==> config.mk <==
export PLATFORM = sky130hd
export DESIGN_NAME = downstream_risk_gate_flat
export DESIGN_NICKNAME = d
export VERILOG_FILES = /design/src/rtl/risk_pkg.sv /design/src/rtl/downstream_risk_gate_if.sv /design/src/rtl/risk_table.sv /design/src/rtl/downstream_risk_gate.sv /design/src/flat_wrapper.sv
export SDC_FILE = /design/constraint.sdc
export NUM_CORES = 2
export LEC_CHECK = 0
export CAP_MARGIN = 20
export CORE_UTILIZATION = 40
export DETAILED_ROUTE_END_ITERATION = 8
export HOLD_SLACK_MARGIN = 0.03
export PLACE_DENSITY = 0.59
export SYNTH_ARGS = -nofsm -noshare
export SYNTH_HDL_FRONTEND = slang
export SYNTH_HIERARCHICAL = 1
export SYNTH_SLANG_ARGS = --single-unit
export TNS_END_PERCENT = 20
==> constraint.sdc <==
create_clock -name clk -period 9.8 [get_ports clk]
set_input_delay 1.47 -clock clk [delete_from_list [all_inputs] [get_ports clk]]
set_output_delay 1.47 -clock clk [all_outputs]
set_load 0.1 [all_outputs]
==> src/rtl/risk_pkg.sv <==
// risk_pkg: shared types for the downstream risk gate.
//   op_e        - operation codes carried on in_op / resp_op
//   resp_code_e - reject / status codes carried on resp_code
//   state_e     - gate FSM states
// The {max, accum} table entry type depends on the per-instance AMOUNT_W, so it
// is declared as risk_entry_t inside the top module. The defaults below give
// its default shape.
package risk_pkg;

  localparam int DEF_CLIENT_W = 5;
  localparam int DEF_AMOUNT_W = 32;

  typedef enum logic [1:0] {
    OP_ORDER   = 2'd0,
    OP_SET_MAX = 2'd1,
    OP_CANCEL  = 2'd2,
    OP_CLEAR   = 2'd3
  } op_e;

  typedef enum logic [1:0] {
    RC_OK          = 2'd0,
    RC_OVER_LIMIT  = 2'd1,
    RC_ZERO_AMOUNT = 2'd2,
    RC_RSVD        = 2'd3
  } resp_code_e;

  typedef enum logic [2:0] {
    ST_INIT,
    ST_IDLE,
    ST_READ,
    ST_CHECK,
    ST_RESP
  } state_e;

endpackage

==> src/rtl/downstream_risk_gate_if.sv <==
// downstream_risk_gate_if: request / response bundle of the risk gate.
//   in_valid/in_ready          - request handshake
//   in_op/in_client/in_amount  - request payload
//   resp_valid                 - one-cycle response strobe
//   resp_op/client/amount      - echoed request
//   resp_accept/code/accum     - decision and the client's resulting accumulator
// master = requester, slave = gate.
interface downstream_risk_gate_if #(
  parameter int CLIENT_W = 5,
  parameter int AMOUNT_W = 32
);
  logic                in_valid;
  logic                in_ready;
  logic [1:0]          in_op;
  logic [CLIENT_W-1:0] in_client;
  logic [AMOUNT_W-1:0] in_amount;
  logic                resp_valid;
  logic [1:0]          resp_op;
  logic [CLIENT_W-1:0] resp_client;
  logic [AMOUNT_W-1:0] resp_amount;
  logic                resp_accept;
  logic [1:0]          resp_code;
  logic [AMOUNT_W-1:0] resp_accum;

  modport master (
    output in_valid, in_op, in_client, in_amount,
    input  in_ready, resp_valid, resp_op, resp_client, resp_amount,
           resp_accept, resp_code, resp_accum
  );

  modport slave (
    input  in_valid, in_op, in_client, in_amount,
    output in_ready, resp_valid, resp_op, resp_client, resp_amount,
           resp_accept, resp_code, resp_accum
  );
endinterface

==> src/rtl/risk_table.sv <==
// risk_table: per-client {max, accum} storage, simple dual-port synchronous RAM.
//   clk      - clock
//   we_i     - write enable
//   waddr_i  - write address
//   wdata_i  - write data
//   raddr_i  - read address, data appears on rdata_o one cycle later
//   rdata_o  - registered read data
// The array has no reset; the gate's INIT sweep clears it.
module risk_table #(
  parameter int AW = 5,
  parameter int DW = 64
) (
  input  logic          clk,
  input  logic          we_i,
  input  logic [AW-1:0] waddr_i,
  input  logic [DW-1:0] wdata_i,
  input  logic [AW-1:0] raddr_i,
  output logic [DW-1:0] rdata_o
);
  logic [DW-1:0] mem_q [2**AW];
  logic [DW-1:0] rdata_q;

  always_ff @(posedge clk) begin
    if (we_i) mem_q[waddr_i] <= wdata_i;
    rdata_q <= mem_q[raddr_i];
  end

  assign rdata_o = rdata_q;
endmodule

==> src/rtl/downstream_risk_gate.sv <==
// downstream_risk_gate: per-client pre-trade risk gate, one operation per 4 cycles.
//   clk   - clock, rising edge
//   rst_n - asynchronous active-low reset; restarts the table clearing sweep
//   bus   - request/response bundle (slave side), see downstream_risk_gate_if
// Flow: IDLE latches the request and issues the table read, READ registers
// the entry, CHECK decides and writes back, RESP strobes the response.
module downstream_risk_gate
  import risk_pkg::*;
#(
  parameter int CLIENT_W = 5,
  parameter int AMOUNT_W = 32
) (
  input  logic clk,
  input  logic rst_n,
  downstream_risk_gate_if.slave bus
);
  localparam int N_CLIENTS = 2**CLIENT_W;

  typedef struct packed {
    logic [AMOUNT_W-1:0] max;
    logic [AMOUNT_W-1:0] accum;
  } risk_entry_t;

  state_e              state_q, state_d;
  logic [CLIENT_W-1:0] cnt_q;
  op_e                 op_q;
  logic [CLIENT_W-1:0] client_q;
  logic [AMOUNT_W-1:0] amount_q;
  risk_entry_t         entry_q, rd_entry, entry_d;
  logic [AMOUNT_W:0]   sum;
  logic                accept_d;
  resp_code_e          code_d;

  logic                we;
  logic [CLIENT_W-1:0] waddr;
  risk_entry_t         wdata;
  logic [2*AMOUNT_W-1:0] tbl_rdata;

  logic                resp_valid_q, resp_accept_q;
  resp_code_e          resp_code_q;
  op_e                 resp_op_q;
  logic [CLIENT_W-1:0] resp_client_q;
  logic [AMOUNT_W-1:0] resp_amount_q, resp_accum_q;

  // ---------------- FSM ----------------
  always_ff @(posedge clk or negedge rst_n) begin
    if (!rst_n) state_q <= ST_INIT;
    else        state_q <= state_d;
  end

  always_comb begin
    state_d = state_q;
    case (state_q)
      ST_INIT:  if (cnt_q == CLIENT_W'(N_CLIENTS-1)) state_d = ST_IDLE;
      ST_IDLE:  if (bus.in_valid) state_d = ST_READ;
      ST_READ:  state_d = ST_CHECK;
      ST_CHECK: state_d = ST_RESP;
      ST_RESP:  state_d = ST_IDLE;
      default:  state_d = ST_INIT;
    endcase
  end

  // Sweep counter: wraps back to 0 as INIT exits, ready for the next reset.
  always_ff @(posedge clk or negedge rst_n) begin
    if (!rst_n)                 cnt_q <= '0;
    else if (state_q == ST_INIT) cnt_q <= cnt_q + CLIENT_W'(1);
  end

  // ---------------- request latch / entry register ----------------
  always_ff @(posedge clk or negedge rst_n) begin
    if (!rst_n) begin
      op_q     <= OP_ORDER;
      client_q <= '0;
      amount_q <= '0;
      entry_q  <= '0;
    end else begin
      if (state_q == ST_IDLE && bus.in_valid) begin
        op_q     <= op_e'(bus.in_op);
        client_q <= bus.in_client;
        amount_q <= bus.in_amount;
      end
      if (state_q == ST_READ) entry_q <= rd_entry;
    end
  end

  // ---------------- decision ----------------
  // Sum is one bit wider so an order near the top of the range cannot wrap
  // past the limit check.
  always_comb begin
    sum      = {1'b0, entry_q.accum} + {1'b0, amount_q};
    entry_d  = entry_q;
    accept_d = 1'b1;
    code_d   = RC_OK;
    case (op_q)
      OP_ORDER: begin
        if (amount_q == '0) begin
          accept_d = 1'b0;
          code_d   = RC_ZERO_AMOUNT;
        end else if (sum > {1'b0, entry_q.max}) begin
          accept_d = 1'b0;
          code_d   = RC_OVER_LIMIT;
        end else begin
          entry_d.accum = sum[AMOUNT_W-1:0];
        end
      end
      OP_SET_MAX: entry_d.max = amount_q;
      OP_CANCEL:  entry_d.accum = (entry_q.accum > amount_q) ? entry_q.accum - amount_q : '0;
      default:    entry_d.accum = '0;
    endcase
  end

  // ---------------- table ----------------
  always_comb begin
    we    = 1'b0;
    waddr = client_q;
    wdata = entry_d;
    if (state_q == ST_INIT) begin
      we    = 1'b1;
      waddr = cnt_q;
      wdata = '0;
    end else if (state_q == ST_CHECK && accept_d) begin
      we = 1'b1;
    end
  end

  // Read address follows the request bus; only the read taken on the
  // acceptance edge is consumed (in READ).
  risk_table #(.AW(CLIENT_W), .DW(2*AMOUNT_W)) u_table (
    .clk     (clk),
    .we_i    (we),
    .waddr_i (waddr),
    .wdata_i (wdata),
    .raddr_i (bus.in_client),
    .rdata_o (tbl_rdata)
  );

  assign rd_entry = tbl_rdata;

  // ---------------- response ----------------
  always_ff @(posedge clk or negedge rst_n) begin
    if (!rst_n) begin
      resp_valid_q  <= 1'b0;
      resp_accept_q <= 1'b0;
      resp_code_q   <= RC_OK;
      resp_op_q     <= OP_ORDER;
      resp_client_q <= '0;
      resp_amount_q <= '0;
      resp_accum_q  <= '0;
    end else begin
      resp_valid_q <= (state_q == ST_CHECK);
      if (state_q == ST_CHECK) begin
        resp_accept_q <= accept_d;
        resp_code_q   <= code_d;
        resp_op_q     <= op_q;
        resp_client_q <= client_q;
        resp_amount_q <= amount_q;
        resp_accum_q  <= entry_d.accum;
      end
    end
  end

  assign bus.in_ready    = (state_q == ST_IDLE);
  assign bus.resp_valid  = resp_valid_q;
  assign bus.resp_accept = resp_accept_q;
  assign bus.resp_code   = resp_code_q;
  assign bus.resp_op     = resp_op_q;
  assign bus.resp_client = resp_client_q;
  assign bus.resp_amount = resp_amount_q;
  assign bus.resp_accum  = resp_accum_q;
endmodule

==> src/flat_wrapper.sv <==
// flat-port wrapper written by rule: the top's interface ports become plain ports
module downstream_risk_gate_flat import risk_pkg::*;
#(
  parameter int CLIENT_W = 5,
  parameter int AMOUNT_W = 32
)
  (clk, rst_n, bus_in_valid, bus_in_op, bus_in_client, bus_in_amount, bus_in_ready, bus_resp_valid, bus_resp_op, bus_resp_client, bus_resp_amount, bus_resp_accept, bus_resp_code, bus_resp_accum);
  downstream_risk_gate_if #(.CLIENT_W(CLIENT_W), .AMOUNT_W(AMOUNT_W)) bus_i ();
  input  logic clk;
  input  logic rst_n;
  input wire logic [$bits(bus_i.in_valid)-1:0] bus_in_valid;
  input wire logic [$bits(bus_i.in_op)-1:0] bus_in_op;
  input wire logic [$bits(bus_i.in_client)-1:0] bus_in_client;
  input wire logic [$bits(bus_i.in_amount)-1:0] bus_in_amount;
  output wire logic [$bits(bus_i.in_ready)-1:0] bus_in_ready;
  output wire logic [$bits(bus_i.resp_valid)-1:0] bus_resp_valid;
  output wire logic [$bits(bus_i.resp_op)-1:0] bus_resp_op;
  output wire logic [$bits(bus_i.resp_client)-1:0] bus_resp_client;
  output wire logic [$bits(bus_i.resp_amount)-1:0] bus_resp_amount;
  output wire logic [$bits(bus_i.resp_accept)-1:0] bus_resp_accept;
  output wire logic [$bits(bus_i.resp_code)-1:0] bus_resp_code;
  output wire logic [$bits(bus_i.resp_accum)-1:0] bus_resp_accum;
  assign bus_i.in_valid = bus_in_valid;
  assign bus_i.in_op = bus_in_op;
  assign bus_i.in_client = bus_in_client;
  assign bus_i.in_amount = bus_in_amount;
  assign bus_in_ready = bus_i.in_ready;
  assign bus_resp_valid = bus_i.resp_valid;
  assign bus_resp_op = bus_i.resp_op;
  assign bus_resp_client = bus_i.resp_client;
  assign bus_resp_amount = bus_i.resp_amount;
  assign bus_resp_accept = bus_i.resp_accept;
  assign bus_resp_code = bus_i.resp_code;
  assign bus_resp_accum = bus_i.resp_accum;
  downstream_risk_gate #(.CLIENT_W(CLIENT_W), .AMOUNT_W(AMOUNT_W)) u_core (.clk(clk), .rst_n(rst_n), .bus(bus_i));
endmodule
; ---- After elaboration in Yosys (flattened, before gate mapping)
; Memory sizes are Yosys's and may differ from the RTL's. A register that Yosys moved wholly into a read port is not among the register bits.
; Index checks and enable logic that the tools add are counted.
[classes]
addsub = 3
mul = 0
div_mod_pow = 0
order_cmp = 2
eq_ne = 9
shift = 0
muxes = 20
n_bitwise = 0
reduce_logical = 6
[ops]
columns = op, n
row1 = 32-bit 2-to-1 mux, 4
row2 = 32-bit one-hot mux with 3 select lines, 1
row3 = 64-bit 2-to-1 mux, 1
row4 = 32-bit by 32-bit adder with 33-bit output, 1
row5 = 33-bit by 32-bit greater-than comparator with 1-bit output, 1
row6 = 32-bit greater-than comparator, 1
row7 = 32-bit zero test, 1
row8 = 32-bit subtractor, 1
row9 = 3-bit one-hot mux with 5 select lines, 1
row10 = 1-bit 2-to-1 mux, 8
row11 = "3-bit by 2-bit == test with 1-bit output, second input constant", 2
row12 = 3-bit 2-to-1 mux, 2
row13 = "5-bit by 1-bit adder with 5-bit output, second input constant", 1
row14 = "5-bit == test, second input constant", 1
row15 = 5-bit 2-to-1 mux, 1
row16 = 2-bit 2-to-1 mux, 2
row17 = "3-bit by 1-bit == test with 1-bit output, second input constant", 1
row18 = "3-bit == test, second input constant", 1
row19 = 3-bit zero test, 1
row20 = "2-bit by 1-bit == test with 1-bit output, second input constant", 1
row21 = "2-bit == test, second input constant", 1
row22 = 1-bit logical AND, 2
row23 = 2-bit zero test, 1
row24 = "2-bit by 1-bit inequality test with 1-bit output, second input constant", 1
row25 = 2 further kinds, 2
[totals]
regBits = 186
latch_bits = 0
ramBits = 2048
mem_bits_ro = 0
input_bits = 42
output_inout_bits = 76
word_cells = 55
mem_count = 1
[memory_table]
columns = memory, depth, word_bits, read_ports, rd_clocked_by_memory_dff, wr, line
row1 = u_core.u_table.mem_q, 32, 64, 1, 1, 1, risk_table.sv:20  ; logic [DW-1:0] mem_q [2**AW];

; ---- Longest topological paths before layout
[depth]
ltp_word = 10
ltp_mapped = 24

; ---- Modules after synthesis
; Netlist, hierarchy kept.
[by_module_without_submodules]
columns = mod, instances, cells_each, area_each_um2, seq_area_each_um2
row1 = risk_table, 1, 3097, 78964.5, 62780.2
row2 = downstream_risk_gate, 1, 1473, 12488.2, 4654.5

; ---- Least setup slack after synthesis
; Ideal clock, no wire load.
[synth_timing]
path_type = reg-to-reg
from = register u_core.amount_q[6]
to = memory u_core.u_table.mem_q[12][0], enable pin
setup_time_ns = 0.486
arrival_ns = 8.224
t_required_ns = 9.314
setup_slack_ns = 1.089
path_stages_with_launch = 25
n_path_buf = 2
synth_period_minus_slack_ns = 8.711
cell_sequence = dfrtp_1 -> inv_1 -> ha_1 -> buf_2 -> inv_2 -> a2111oi_0 -> a21oi_1 -> o31ai_1 -> a31oi_1 -> a221oi_2 -> o31ai_1 -> o21ai_0 -> xnor2_1 -> ha_1 -> nand3_1 -> nor4_2 -> nand3_1 -> or4_1 -> o31a_1 -> or3_4 -> o21a_1 -> o21bai_1 -> or3b_2 -> clkbuf_1 -> nor2_1
[synth_via]
elab_chain_len = 10
word_cells_on_any_way = 11
cone_classes = add/sub (1) / order compare (1) / mux (7) / reduce/logical (2)
[synth_lines]
columns = element, line
row1 = start: declaration, downstream_risk_gate.sv:28  ; logic [AMOUNT_W-1:0] amount_q;
row2 = start signal: assignment, downstream_risk_gate.sv:80  ; amount_q <= bus.in_amount;
row3 = 32-bit by 32-bit adder with 33-bit output, downstream_risk_gate.sv:90  ; sum = {1'b0, entry_q.accum} + {1'b0, amount_q};
row4 = 33-bit by 32-bit greater-than comparator with 1-bit output, downstream_risk_gate.sv:99  ; end else if (sum > {1'b0, entry_q.max}) begin
row5 = 1-bit 2-to-1 mux, downstream_risk_gate.sv:99
row6 = 1-bit 2-to-1 mux (*), downstream_risk_gate.sv:96  ; if (amount_q == '0) begin
row7 = 1-bit 2-to-1 mux (*), downstream_risk_gate.sv:94  ; case (op_q)
row8 = 1-bit logical AND (*), downstream_risk_gate.sv:121  ; end else if (state_q == ST_CHECK && accept_d) begin
row9 = 1-bit 2-to-1 mux (*), downstream_risk_gate.sv:121
row10 = 1-bit 2-to-1 mux (*), downstream_risk_gate.sv:117  ; if (state_q == ST_INIT) begin
row11 = named net u_core.we, downstream_risk_gate.sv:34  ; logic we;
row12 = 1-bit 2-to-1 mux (*), risk_table.sv:24  ; if (we_i) mem_q[waddr_i] <= wdata_i;
row13 = 1-bit 2-to-1 mux (implied by the code) (*), risk_table.sv:24
row14 = end: declaration, risk_table.sv:20
; The timed path passes the listed nets; every way through them passes the cells marked *.

; ---- Final worst setup path
[layout_timing]
from = register u_core.amount_q[6]
to = memory u_core.u_table.mem_q[17][35], enable pin
; Same word-level chain as after synthesis.

==> qor.yml <==
grt:
  antenna_found_initial: 12
  grt_first_pass_wirelength_mm: 368
  grt_usage_pct: 22.7
  grt_max_degree: 122
  gr-total-overflow: 0
  grt_pass1_vias: 47309
yosys:
  synth_nets: 4712
  synth_top_area_cell: "edfxtp_1"
  synthCells: 4570
  syn_area_per_cell_um2: 20.0
  synth_warnings: 6
  synthMuxAreaShare_pct: 16.8
  synth_edf_count: 2048
  synth_compound_area_share_pct: 3.35
  syn-cell-area_um2: 91500
  synth_cell_type_count: 90
  synthTopCellsByCount: "edfxtp_1, mux4_2, nand2_1"
  yosys-top-cells-area: "edfxtp_1, mux4_2, dfrtp_1, mux2_2, dfxtp_1"
  seq_area_frac_synth_pct: 73.7
  synth_ff_type: "edfxtp_1"
  synth_simple_gate_area_share_pct: 2.61
  yosysTopAreaCellShare_pct: 67.2
  synthXorXnorAreaFrac_pct: 0.498
  synth_most_common_cell: "edfxtp_1"
  synth_seq_cells: 2298
  async_flop_share_pct: 8.09
  synth_top_family_by_area: "multiplexers"
  synthAdderAreaFrac_pct: 1.38
timing:
  rsz0062_at_grt: "no"
  fin_crit_ns: 8.85
  timing.final.hold_violations: 0
  relSlewSlack_pct: 20.7
  slew_viol_final: 0
  final.setup_skew_ns: 0.0616
  fmaxAchievable_ghz: 0.113
  post-route-period-util_pct: 90.3
  layout_setup_ws_ns: 0.953
  setup_viol: 0
  tns_ns: 0
  tightest_slew_ns: 1.19
floorplan:
  fp.dieH_um: 480
  start_util_pct: 40.2
  rows: 175
  die_area_um2: 231000
  num_io_pins: 118
  coreArea_um2: 227000
  die_w_um: 480
setup_path:
  cp_max_fo: 20
  critPathRequiredTime_ns: 10.32
  critical_path_class: "reg -> reg"
  endpoint_kind: "register"
  cp.arrival_ns: 9.36
  start_kind: "register"
cts:
  cts_tree: "yes"
  cts_max_level: 4
  clock_latency_ns: 0.89
  hold_buffers: 0
  clk_pin_slew_worst_paths_ns: 0.07
  cts_resized: 0
  cts_setup_buffers: 0
  numCtsBuffers: 224
  clock-root-buffer: "clkbuf_16"
  cts_sinks: 2298
  cts_max_path_buffers: 3
finish:
  layout-drive-gt1-share_pct: 25.9
  fin_nets: 4967
  syn2layout_area_growth_pct: 14.7
place:
  gp_congestion: 0.922
  portBuffers: 117
  place_ws_ns: 1.19
  hpwl_mm: 152
power:
  p_per_area_nw_per_um2: 341
  p_leak_nw: 34.4
  power_mw: 35.8
  irDropWorstVdd_v: 0.000223
drt:
  dr.pass1.iters: 8
  num_vias: 47331
  vias_per_cell: 5.89
  ant_nets: 0
  remaining_drc_errors: 0
  wirelength_mm: 261
  drt-initial-drc-count: 5807
  wire_per_inst_um: 32.4
worst_hold_path:
  hp-class: "reg -> reg"
status:
  run_status: "finished clean"
job:
  drv_cap: 0
## worst max-delay path, cell delays in order (launching register included)
cell       delay (ns)
dfrtp_1          0.41
inv_1            0.10
ha_1             0.46
inv_2            0.10
a2111oi_0        0.63
a21oi_1          0.33
o31ai_1          0.59
a31oi_1          0.25
a221oi_2         0.49
o31ai_1          0.12
o21ai_0          0.16
xnor2_1          0.11
ha_1             0.30
nand3_1          0.13
nor4_2           0.33
nand3_1          0.17
or4_1            0.53
o31a_1           0.17
or3_4            0.36
o21a_1           0.26
o21bai_1         0.33
nand3b_1         0.65
nor2_4           0.95
buf_4            0.48
## stage by stage
step	utilization, %	cells	hold slack, ns	cell area (µm²)
after floorplan	-	4570	0.410	91500
final	46.1	8039	0.440	105000
after global routing	46.1	8036	0.472	105000
after CTS	46.1	8029	0.440	105000
after detailed placement	42.9	7601	0.421	97400
after global placement	42.8	7597	0.429	97300
## worst paths after layout
path                                               startpoint                                      to  slack, ns  cells after the start
max                            u_core/amount_q[6]$_DFFE_PN0P_  u_core/u_table/mem_q[17][35]$_DFFE_PP_       0.95                     23
min                        u_core/u_table/rdata_o[34]$_DFF_P_          u_core/entry_q[34]$_DFFE_PN0N_       0.44                      2
max reg2reg                    u_core/amount_q[6]$_DFFE_PN0P_  u_core/u_table/mem_q[17][35]$_DFFE_PP_       0.95                     23
min reg2reg                u_core/u_table/rdata_o[34]$_DFF_P_          u_core/entry_q[34]$_DFFE_PN0N_       0.44                      2
max in group asynchronous                               rst_n         u_core/amount_q[10]$_DFFE_PN0P_       7.81                      2
min in group asynchronous                               rst_n         u_core/bus.resp_valid$_DFF_PN0_       0.50                      1
## cells by family (layout without fill, tap and decap cells)
group                    after synthesis  count (layout)
AO/OA/AOI/OAI                        475             475
XOR/XNOR                              52              52
adder cells (fa/ha/maj)              100             100
buffers and inverters                353             810
flip-flops                          2298            2298
multiplexers                         763             763
other                                  0               3
AND/OR/NAND/NOR                      529             529
## per-layer routing
layer	share of wire, %	vias to the layer above	routed length [µm]	track usage (%)
met1	41	25743	107000	31.8
met4	2.6	6	6860	6.27
li1	-	19165	-	-
met3	7.9	333	20700	3.68
met5	0.012	-	31	0
met2	48	2084	126000	36.7
## state kept, by name, summed over array words and instances (netlist names)
signal,count
u_core/bus.resp_client,5
u_core/entry_q,64
u_core/bus.resp_accum,32
u_core/u_table/rdata_o,64
u_core/op_q,2
u_core/amount_q,32
u_core/bus.resp_code,2
u_core/bus.resp_amount,32
u_core/client_q,5
u_core/cnt_q,5
u_core/state_q,3
u_core/bus.resp_op,2
u_core/bus.resp_accept,1
u_core/u_table/mem_q,2048
u_core/bus.resp_valid,1
## power breakdown
part | internal, mW | total [mW] | switching [mW] | leakage (nW)
combinational | 3.27 | 11.8 | 8.53 | 9.17
sequential | 14.6 | 15.4 | 0.806 | 21.7
clock | 4.82 | 8.57 | 3.75 | 3.57
total | 22.7 | 35.8 | 13.1 | 34.4
## layout by cell type, fill, tap and decap left out, types with 10 or more instances in the layout
cell	count
buf_12	34
ha_1	98
xnor2_1	43
a221oi_1	21
a22o_1	14
dfrtp_1	186
a222oi_1	10
buf_4	113
mux4_2	602
nor3_1	18
inv_1	103
nand2_1	251
a211oi_1	18
o21a_1	10
a21o_1	17
clkdlybuf4s50_1	111
edfxtp_1	2048
a21oi_4	13
nor2_4	34
nor2_1	87
nand3_1	19
o21ai_0	149
nand2b_1	23
mux2_2	122
o22ai_1	11
o21ai_1	10
clkinv_2	37
nand4_1	14
nor4_1	17
clkbuf_16	225
clkbuf_1	71
clkbuf_8	21
mux2i_1	39
clkinv_1	38
bufinv_16	15
nor2b_1	14
dfxtp_1	64
a21oi_2	17
a21oi_1	95
## cell type report
cell class | count | area [µm²]
fill | 19012 | 122000
antenna | 3 | 7.51
inverter | 109 | 409
sequential | 2298 | 67400
clock inverter | 111 | 1170
clock buffer | 317 | 6190
multi-input combinational | 1919 | 23000
tap | 3009 | 3760
timing repair buffer | 273 | 2890
(Power assumes the default switching activity.)
